**src/rtl/branch_update_queue_if.sv**
```systemverilog
// Branch update queue bus: fetch push, ID resolve,
// predictor update and front-end redirect.
interface branch_update_queue_if #(
  parameter int PTR_W = 3
);
  logic             push_valid;
  logic             push_ready;
  logic [31:0]      push_pc;
  logic             push_hit;
  logic             push_dir;
  logic [31:0]      push_tar;
  logic [1:0]       push_type;
  logic             res_valid;
  logic             res_dir;
  logic [31:0]      res_tar;
  logic [1:0]       res_type;
  logic             upd_valid;
  logic             upd_pred_ok;
  logic [21:0]      upd_tag;
  logic [7:0]       upd_index;
  logic             upd_dir;
  logic [31:0]      upd_tar;
  logic [1:0]       upd_type;
  logic             redirect_valid;
  logic [31:0]      redirect_pc;
  logic [PTR_W:0]   count;

  modport master (
    output push_valid, push_pc, push_hit,
    output push_dir, push_tar, push_type,
    output res_valid, res_dir, res_tar, res_type,
    input  push_ready, upd_valid, upd_pred_ok,
    input  upd_tag, upd_index, upd_dir,
    input  upd_tar, upd_type,
    input  redirect_valid, redirect_pc, count
  );

  modport slave (
    input  push_valid, push_pc, push_hit,
    input  push_dir, push_tar, push_type,
    input  res_valid, res_dir, res_tar, res_type,
    output push_ready, upd_valid, upd_pred_ok,
    output upd_tag, upd_index, upd_dir,
    output upd_tar, upd_type,
    output redirect_valid, redirect_pc, count
  );
endinterface

```
**src/rtl/branch_update_queue.sv**
```systemverilog
// In-flight branch prediction FIFO; compares predictions
// with ID resolution and emits predictor updates/redirects.
module branch_update_queue #(
  parameter int DEPTH = 8,
  parameter int PTR_W = 3
) (
  input logic clk,
  input logic resetn,
  branch_update_queue_if.slave bus
);

  typedef struct packed {
    logic [31:0] pc;
    logic        hit;
    logic        dir;
    logic [31:0] tar;
    logic [1:0]  typ;
  } entry_t;

  localparam logic [PTR_W:0] CNT_FULL =
    (PTR_W+1)'(DEPTH);

  entry_t           mem [DEPTH];
  logic [PTR_W-1:0] head;
  logic [PTR_W-1:0] tail;
  logic [PTR_W:0]   count;
  logic             full;
  logic             empty;
  logic             push_acc;
  logic             res_acc;
  logic             misp;
  logic [31:0]      rpc;
  entry_t           hd;

  logic             upd_valid;
  logic             upd_pred_ok;
  logic [21:0]      upd_tag;
  logic [7:0]       upd_index;
  logic             upd_dir;
  logic [31:0]      upd_tar;
  logic [1:0]       upd_type;
  logic             redirect_valid;
  logic [31:0]      redirect_pc;

  assign full  = (count == CNT_FULL);
  assign empty = (count == '0);
  assign hd    = mem[head];

  assign bus.push_ready = !full && !redirect_valid;
  assign push_acc = bus.push_valid && bus.push_ready;
  assign res_acc  = bus.res_valid && !empty;

  always_comb begin
    misp = 1'b0;
    rpc  = '0;
    misp = (hd.dir != bus.res_dir)
        || (bus.res_dir &&
            (!hd.hit || hd.tar != bus.res_tar))
        || (hd.hit && hd.typ != bus.res_type);
    // not-taken restart skips the delay slot
    rpc  = bus.res_dir ? bus.res_tar
                       : hd.pc + 32'd8;
  end

  always_ff @(posedge clk) begin
    if (push_acc) begin
      mem[tail] <= '{
        pc:  bus.push_pc,
        hit: bus.push_hit,
        dir: bus.push_dir,
        tar: bus.push_tar,
        typ: bus.push_type
      };
    end
  end

  always_ff @(posedge clk) begin
    if (!resetn) begin
      head           <= '0;
      tail           <= '0;
      count          <= '0;
      upd_valid      <= 1'b0;
      upd_pred_ok    <= 1'b0;
      upd_tag        <= '0;
      upd_index      <= '0;
      upd_dir        <= 1'b0;
      upd_tar        <= '0;
      upd_type       <= '0;
      redirect_valid <= 1'b0;
      redirect_pc    <= '0;
    end else begin
      if (res_acc && misp) begin
        // flush younger entries and the wrong-path push
        head  <= head + 1'b1;
        tail  <= head + 1'b1;
        count <= '0;
      end else begin
        if (push_acc) tail <= tail + 1'b1;
        if (res_acc)  head <= head + 1'b1;
        count <= count
               + (PTR_W+1)'(push_acc)
               - (PTR_W+1)'(res_acc);
      end
      upd_valid      <= res_acc;
      upd_pred_ok    <= res_acc && !misp;
      upd_tag        <= res_acc ? hd.pc[31:10] : '0;
      upd_index      <= res_acc ? hd.pc[9:2] : '0;
      upd_dir        <= res_acc && bus.res_dir;
      upd_tar        <= res_acc ? bus.res_tar : '0;
      upd_type       <= res_acc ? bus.res_type : '0;
      redirect_valid <= res_acc && misp;
      redirect_pc    <= (res_acc && misp) ? rpc : '0;
    end
  end

  assign bus.count          = count;
  assign bus.upd_valid      = upd_valid;
  assign bus.upd_pred_ok    = upd_pred_ok;
  assign bus.upd_tag        = upd_tag;
  assign bus.upd_index      = upd_index;
  assign bus.upd_dir        = upd_dir;
  assign bus.upd_tar        = upd_tar;
  assign bus.upd_type       = upd_type;
  assign bus.redirect_valid = redirect_valid;
  assign bus.redirect_pc    = redirect_pc;

endmodule

```
**src/flat_wrapper.sv**
```systemverilog
// flat-port wrapper written by rule: the top's interface ports become plain ports
module branch_update_queue_flat 
#(
  parameter int DEPTH = 8,
  parameter int PTR_W = 3
)
  (clk, resetn, bus_push_valid, bus_push_pc, bus_push_hit, bus_push_dir, bus_push_tar, bus_push_type, bus_res_valid, bus_res_dir, bus_res_tar, bus_res_type, bus_push_ready, bus_upd_valid, bus_upd_pred_ok, bus_upd_tag, bus_upd_index, bus_upd_dir, bus_upd_tar, bus_upd_type, bus_redirect_valid, bus_redirect_pc, bus_count);
  branch_update_queue_if #(.PTR_W(PTR_W)) bus_i ();
  input logic clk;
  input logic resetn;
  input wire logic [$bits(bus_i.push_valid)-1:0] bus_push_valid;
  input wire logic [$bits(bus_i.push_pc)-1:0] bus_push_pc;
  input wire logic [$bits(bus_i.push_hit)-1:0] bus_push_hit;
  input wire logic [$bits(bus_i.push_dir)-1:0] bus_push_dir;
  input wire logic [$bits(bus_i.push_tar)-1:0] bus_push_tar;
  input wire logic [$bits(bus_i.push_type)-1:0] bus_push_type;
  input wire logic [$bits(bus_i.res_valid)-1:0] bus_res_valid;
  input wire logic [$bits(bus_i.res_dir)-1:0] bus_res_dir;
  input wire logic [$bits(bus_i.res_tar)-1:0] bus_res_tar;
  input wire logic [$bits(bus_i.res_type)-1:0] bus_res_type;
  output wire logic [$bits(bus_i.push_ready)-1:0] bus_push_ready;
  output wire logic [$bits(bus_i.upd_valid)-1:0] bus_upd_valid;
  output wire logic [$bits(bus_i.upd_pred_ok)-1:0] bus_upd_pred_ok;
  output wire logic [$bits(bus_i.upd_tag)-1:0] bus_upd_tag;
  output wire logic [$bits(bus_i.upd_index)-1:0] bus_upd_index;
  output wire logic [$bits(bus_i.upd_dir)-1:0] bus_upd_dir;
  output wire logic [$bits(bus_i.upd_tar)-1:0] bus_upd_tar;
  output wire logic [$bits(bus_i.upd_type)-1:0] bus_upd_type;
  output wire logic [$bits(bus_i.redirect_valid)-1:0] bus_redirect_valid;
  output wire logic [$bits(bus_i.redirect_pc)-1:0] bus_redirect_pc;
  output wire logic [$bits(bus_i.count)-1:0] bus_count;
  assign bus_i.push_valid = bus_push_valid;
  assign bus_i.push_pc = bus_push_pc;
  assign bus_i.push_hit = bus_push_hit;
  assign bus_i.push_dir = bus_push_dir;
  assign bus_i.push_tar = bus_push_tar;
  assign bus_i.push_type = bus_push_type;
  assign bus_i.res_valid = bus_res_valid;
  assign bus_i.res_dir = bus_res_dir;
  assign bus_i.res_tar = bus_res_tar;
  assign bus_i.res_type = bus_res_type;
  assign bus_push_ready = bus_i.push_ready;
  assign bus_upd_valid = bus_i.upd_valid;
  assign bus_upd_pred_ok = bus_i.upd_pred_ok;
  assign bus_upd_tag = bus_i.upd_tag;
  assign bus_upd_index = bus_i.upd_index;
  assign bus_upd_dir = bus_i.upd_dir;
  assign bus_upd_tar = bus_i.upd_tar;
  assign bus_upd_type = bus_i.upd_type;
  assign bus_redirect_valid = bus_i.redirect_valid;
  assign bus_redirect_pc = bus_i.redirect_pc;
  assign bus_count = bus_i.count;
  branch_update_queue #(.DEPTH(DEPTH), .PTR_W(PTR_W)) u_core (.clk(clk), .resetn(resetn), .bus(bus_i));
endmodule
```
**config.mk**
```make
export PLATFORM = sky130hd
export DESIGN_NAME = branch_update_queue_flat
export DESIGN_NICKNAME = d
export VERILOG_FILES = /design/src/rtl/branch_update_queue_if.sv /design/src/rtl/branch_update_queue.sv /design/src/flat_wrapper.sv
export SDC_FILE = /design/constraint.sdc
export NUM_CORES = 1
export LEC_CHECK = 0
export CAP_MARGIN = 20
export CORE_AREA = 3 3 229 231
export DETAILED_ROUTE_END_ITERATION = 7
export DIE_AREA = 0 0 232 234
export PLACE_DENSITY = 0.7
export SKIP_LAST_GASP = 1
export SLEW_MARGIN = 25
export SYNTH_ARGS = -nofsm -noshare
export SYNTH_HDL_FRONTEND = slang
export SYNTH_SLANG_ARGS = --single-unit
```
**constraint.sdc**
```tcl
create_clock -name clk -period 17.3 [get_ports clk]
set_clock_uncertainty 0.1 [all_clocks]
set_input_delay 1.73 -clock clk [delete_from_list [all_inputs] [get_ports clk]]
set_output_delay 1.73 -clock clk [all_outputs]
set_load 0.03 [all_outputs]
```
Word level (Yosys, flattened, before mapping)
Memories as Yosys holds them, arrays and structs flattened. A register that Yosys moved wholly into a read port is not among the register bits.
Index checks and enable logic that the tools add are counted.
Operators by class
  equal/unequal tests: 4
  div/mod/pow operators: 0
  bitwise logic cells: 1
  reductions and logical operators: 22
  shifts and indexed selects: 0
  add/subtract/negate cells: 5
  muxes and demuxes: 9
  multipliers: 0
  magnitude comparators: 0
Operators with widths (count)
  $add A32 B4 Y32 const B: 1
  $mux W32: 1
  $ne A32 B32 Y1: 1
  $mux W3: 6
  $logic_and A1 B1 Y1: 8
  $add A3 B1 Y3 const B: 2
  $logic_not A1 Y1: 5
  $add A4 B1 Y4: 1
  $eq A4 B4 Y1 const B: 1
  $logic_not A4 Y1: 1
  $reduce_and A2 Y1: 2
  $reduce_bool A2 Y1: 2
  $sub A4 B1 Y4: 1
  $logic_or A1 B1 Y1: 3
  $mux W1: 2
  $ne A2 B2 Y1: 1
  $reduce_or A2 Y1: 1
  $ne A1 B1 Y1: 1
  $not A1 Y1: 1
Storage, ports and cells
  RAM bits: 544
  bits in latches: 0
  bits of input ports: 107
  bits in registers: 110
  output and inout bits: 105
  ROM bits: 0
  memories: 1
Memory list
  u_core.mem: depth 8, width 68, rd ports 1, clocked after Yosys merged registers in 1, wr ports 1, line branch_update_queue.sv:23  | entry_t mem [DEPTH];

Logic depth before layout (Yosys ltp)
  depth in word-level cells: 9
  mapped depth: 13
  mapped depth without buffers: 10

Worst setup path before layout
No wires, ideal clock.
  kind: input to register
  start point: input bus_push_valid
  end point: memory u_core.mem[2][0] (netlist name) (enable)
  slack: 7580 ps
  library setup time: 685 ps
  buffers on the path: 0
  arrival: 8935 ps
  stages on the path: 2
  cells stage by stage: nand2_1 nor4b_1
On the way
  cells in the longest elaborated chain, start to end: 3
Ends and longest elaborated chain
  from (decl): line flat_wrapper.sv:11  | input wire logic [$bits(bus_i.push_valid)-1:0] bus_push_valid;
  $logic_and A1 B1 Y1: line branch_update_queue.sv:50  | assign push_acc = bus.push_valid && bus.push_ready;
  $mux W1: line branch_update_queue.sv:66  | if (push_acc) begin
  $mux W1 (not written as such): line branch_update_queue.sv:67  | mem[tail] <= '{
  to (decl): line branch_update_queue.sv:23
Every way passes these cells.

==> summary by stage <==
Placement
The number of buffer cells added on primary ports is 211. The weighted congestion at the end of routability-driven global placement is 0.828. Summed over all nets, the half-perimeter wirelength after detailed placement is 39.3 mm.

Critical path
At the worst endpoint, the required time is 17.62 ns. Walking the worst path, the cells encountered are buf_4 > buf_4 > mux2i_1 > mux4_2 > xnor2_1 > or3b_1 > nor4_2 > nand3_1 > o21ai_4 > nor2_1. The cell with the most instances on the worst path is buf_4. The kind of start point of the critical path is a register. The number of cells on the worst reg-to-reg path is 10. The maximum fanout along the worst path is 42.

Data on the critical path arrives at its endpoint at 5.68 ns. The kind of critical path is register to register. The kind of end point of the critical path is a register. The destination of the worst register-to-register timing path is u_core.bus.redirect_pc[4]$_SDFF_PN0_. For this run, the slowest stage of the critical path takes 0.81 ns.

The flop-to-flop setup slack is 11.94 ns. The slowest stage of the critical path belongs to the cell o21ai_4.

Synth
The number of standard cells after synthesis is 1351. The mean cell area of the mapped netlist is 18.6 um^2. For this run, the number of Yosys warnings is 0. The summed instance area of the synthesized netlist is 25100 um^2.

When the netlist entered floorplanning its net count stood at 1468. The share of flip-flops with an asynchronous set or reset is 0%. The top cell type by area accounts for 65.0% of the synthesized area. By area the synthesized netlist is led by edfxtp_1 65%, mux4_2 9.9%, dfxtp_1 9.0%. The synthesized netlist contains 59 unique library cells. Summed over all instances, the cell type with the most area after synthesis is edfxtp_1. The sequential element share of the synthesized area is 74.0%. The dominant synthesized flop cell is edfxtp_1. In this run, synthesis produced a sequential element count of 657. The number of enable-type register cells in the synthesized netlist is 544.

CTS
After clock tree synthesis, the flow added hold-fix buffers numbering 0. The clock net in this run drives a total of 657 sinks. The buffer type at the clock tree root is clkbuf_16. The largest buffer count on any clock path is 3.

The number of setup buffers added after CTS is 0. TritonCTS built the clock tree. The number of clock buffers added by TritonCTS is 66. After clock tree synthesis, the clock-pin slew on the worst setup and hold paths is 0.06 ns. Gates resized during post-CTS repair numbered 0. The later pin in the worst-skew pair is clocked with a latency of 0.59 ns. The H-tree depth reported by CTS is 3.

Power and ir drop
The worst IR drop on VDD is 103 uV. Net switching is 28.8% of the power. The analysis attributes to cell leakage a power of 10.0 nW.

In this run the power spent charging and discharging nets is 1.28 mW. Of the total power, combinational logic draws 24.1%. Dividing total power by cell area gives a power density of 148 nW/um^2. The share of total power in sequential cells is 44.4%. Per report_power, the clock group accounts for 31.5% of the total. The internal cell power is 3.17 mW.

Route
The first TritonRoute pass finished after 7 iterations. In this run the remaining antenna-violating nets after routing total 0. The total via count in the routed design is 13288. After detailed routing, the number of vias per cell comes to 5.73. The number of DRC violations after detailed-routing iteration 0 is 1428. The average wire per cell in the routed design is 26.7 um. The total length of routed wires is 61.9 mm. After detailed routing, the number of remaining DRC violations is 0.

STA
The maximum clock frequency is 186 MHz. For the final routed database, the setup TNS stands at 0 ns. Setup repair after global routing left no endpoint under its margin. The total count of max-transition violations in the final report is 0. The worst relative slew slack is 34.4%.

Subtracting the final worst setup slack from the clock period gives 5.36 ns. The final period utilization is 31.0%. Setup violations remaining at the end of the flow were counted as 0. The final hold violation count is 0. The slew at the pin closest to its max-slew limit is 0.982 ns.

Die
The die boundary width is 232 um. The core region is 50300 um^2. For this configuration, the core starts out at a cell density of 50.0%. Measured along the y axis, the die boundary spans 234 um.

The count of boundary I/O pins is 212. The floorplan has 82 rows. The area enclosed by the die boundary is 54300 um^2.

Cells and area
Measured on the finished design, the core utilization comes to 59.9%. The final-stage net count is 1709. Counting the fill cells in the layout gives 3672. Cells with a size suffix above 1 make up 16.1% of the layout. Relative to the synthesized area, the layout overhead comes to 19.9%.

Global route
The aggregate global-route resource usage is 22.9%. The total congestion overflow is 0. The number of antenna violations at the first check in global routing is 10. Entering global routing, the biggest net connects 60 pins. The wire length of the first global-routing pass is 89.8 mm. The via count of the first global-routing pass is 13193.

Min path
The worst hold path belongs to the class register to register. The worst hold path depth is 2. The beginning of the worst hold path is u_core.head[1]$_SDFFE_PN0N_.

Outcome
The run finished with clean final reports.

Flow run
The count of maximum capacitance violations is 0.
-- cell usage in the layout (no fill, tap or decap), types with 4 or more instances in the layout --
master             n
nor3_1             5
clkbuf_16         72
clkdlybuf4s50_1  210
mux2i_1          112
a22oi_1           16
mux4_2           111
clkbuf_1          13
a211oi_1           6
clkbuf_8           8
nand2b_1           4
nor3b_2            4
nand2_1           42
xor2_1            39
clkinv_2          10
clkinv_1          12
and3_1            45
o21ai_0            4
nor4_1             5
inv_1             12
a21oi_1           31
edfxtp_1         544
xnor2_1           16
nor2b_1            8
and2_1             4
buf_4             27
mux2_2             5
nor4_2             4
dfxtp_1          110
nand3_1           12
nor2_1            81
ha_1               9
diode_2            4
-- sequential cells by signal, summed over array words and instances, names as in the netlist, 3 cells and up, named ones only --
| name | flops |
|---|---|
| u_core.tail | 3 |
| u_core.mem | 544 |
| u_core.head | 3 |
| u_core.bus.redirect_pc | 32 |
| u_core.bus.upd_tar | 32 |
| u_core.bus.upd_tag | 22 |
| u_core.bus.count | 4 |
| u_core.bus.upd_index | 8 |
-- cell usage after synthesis (4+ instances only) --
cell type / n
xnor2_1: 16
nor4_1: 6
buf_4: 14
ha_1: 9
mux2i_1: 112
mux4_2: 111
nor2_1: 82
buf_2: 19
edfxtp_1: 544
nor3_1: 7
inv_1: 13
clkbuf_1: 18
nand2b_1: 4
a22oi_1: 16
o21ai_0: 4
nand2_1: 42
buf_1: 4
xor2_1: 39
nor2b_1: 8
and3_1: 45
a21oi_1: 31
and2_1: 4
buf_6: 6
dfxtp_1: 113
nand3_1: 12
a211oi_1: 6
mux2_2: 5
-- per-stage QoR --
stage	cell area, um^2	hold slack, ns	worst slack (ns)	std cells	total power [mW]
finish	30100	0.435	11.94	2320	4.45
floorplan	25100	0.413	7.58	1351	2.74
detailed placement	28000	0.432	11.77	2196	3.09
CTS	30100	0.429	11.76	2316	4.50
global route	30100	0.495	11.41	2319	4.63
global placement	28000	0.439	11.90	2196	3.07
-- how the worst max path moves through the flow --
| stage | startpoint | endpoint | slack, ns | depth (start not counted) |
|---|---|---|---|---|
| detailed placement | register | u_core.bus.redirect_pc[7]$_SDFF_PN0_ | 11.77 | 10 |
| global route | register | u_core.bus.redirect_pc[4]$_SDFF_PN0_ | 11.41 | 10 |
| floorplan | bus_push_valid | u_core.mem[2][0]$_DFFE_PP_ | 7.58 | 2 |
| global placement | register | u_core.bus.redirect_pc[13]$_SDFF_PN0_ | 11.90 | 10 |
| finish | register | u_core.bus.redirect_pc[4]$_SDFF_PN0_ | 11.94 | 10 |
| CTS | register | u_core.bus.redirect_pc[7]$_SDFF_PN0_ | 11.76 | 10 |
-- final cells by class --
class | count | area [um^2] | share of cell area (%)
clock inverter | 27 | 201 | 0.669
multi-input combinational | 614 | 6140 | 20.4
timing repair buffer | 238 | 2310 | 7.67
antenna | 4 | 10.0 | 0.0332
tap | 672 | 841 | 2.79
clock buffer | 93 | 1960 | 6.51
sequential | 657 | 18600 | 61.8
inverter | 15 | 56.3 | 0.187
-- power groups by stage --
| stage | clock network (mW) | logic (mW) | registers [mW] |
|---|---|---|---|
| 2_1_floorplan | 0 | 0.681 | 2.06 |
| 3_3_place_gp | 0 | 1.07 | 2.00 |
| 3_5_place_dp | 0 | 1.08 | 2.01 |
| 4_1_cts | 1.43 | 1.09 | 1.98 |
| 5_1_grt | 1.49 | 1.15 | 1.99 |
| 6_report | 1.40 | 1.07 | 1.98 |
-- worst max-delay path: cells and delay by family (launching register included) --
kind	cells	cell delay, ns
DFF	1	0.75
muxes	2	0.68
buffers and inverters	2	1.46
xor gates and xnor gates	1	0.14
AOI/OAI and AO/OA	1	0.81
and+or+nand+nor	4	1.20
-- logic make-up after synthesis --
family	synth area share (%)
flip-flops	74.0
multiplexers	14.7
AND/OR/NAND/NOR	4.77
buffers and inverters	1.83
adder cells (fa/ha/maj)	0.528
XOR/XNOR	1.92
AO/OA/AOI/OAI	2.23
-- layer usage --
layer  part of all wire (%)  vias up  global-route usage [%]
li1                       -     5814                       -
met1                     41     6825                    31.4
met2                     48      556                    35.9
met3                    8.9       81                    6.07
met4                    2.7       12                    8.13
met5                   0.15        -                       0
No activity file was read; power rests on OpenSTA's default activity.
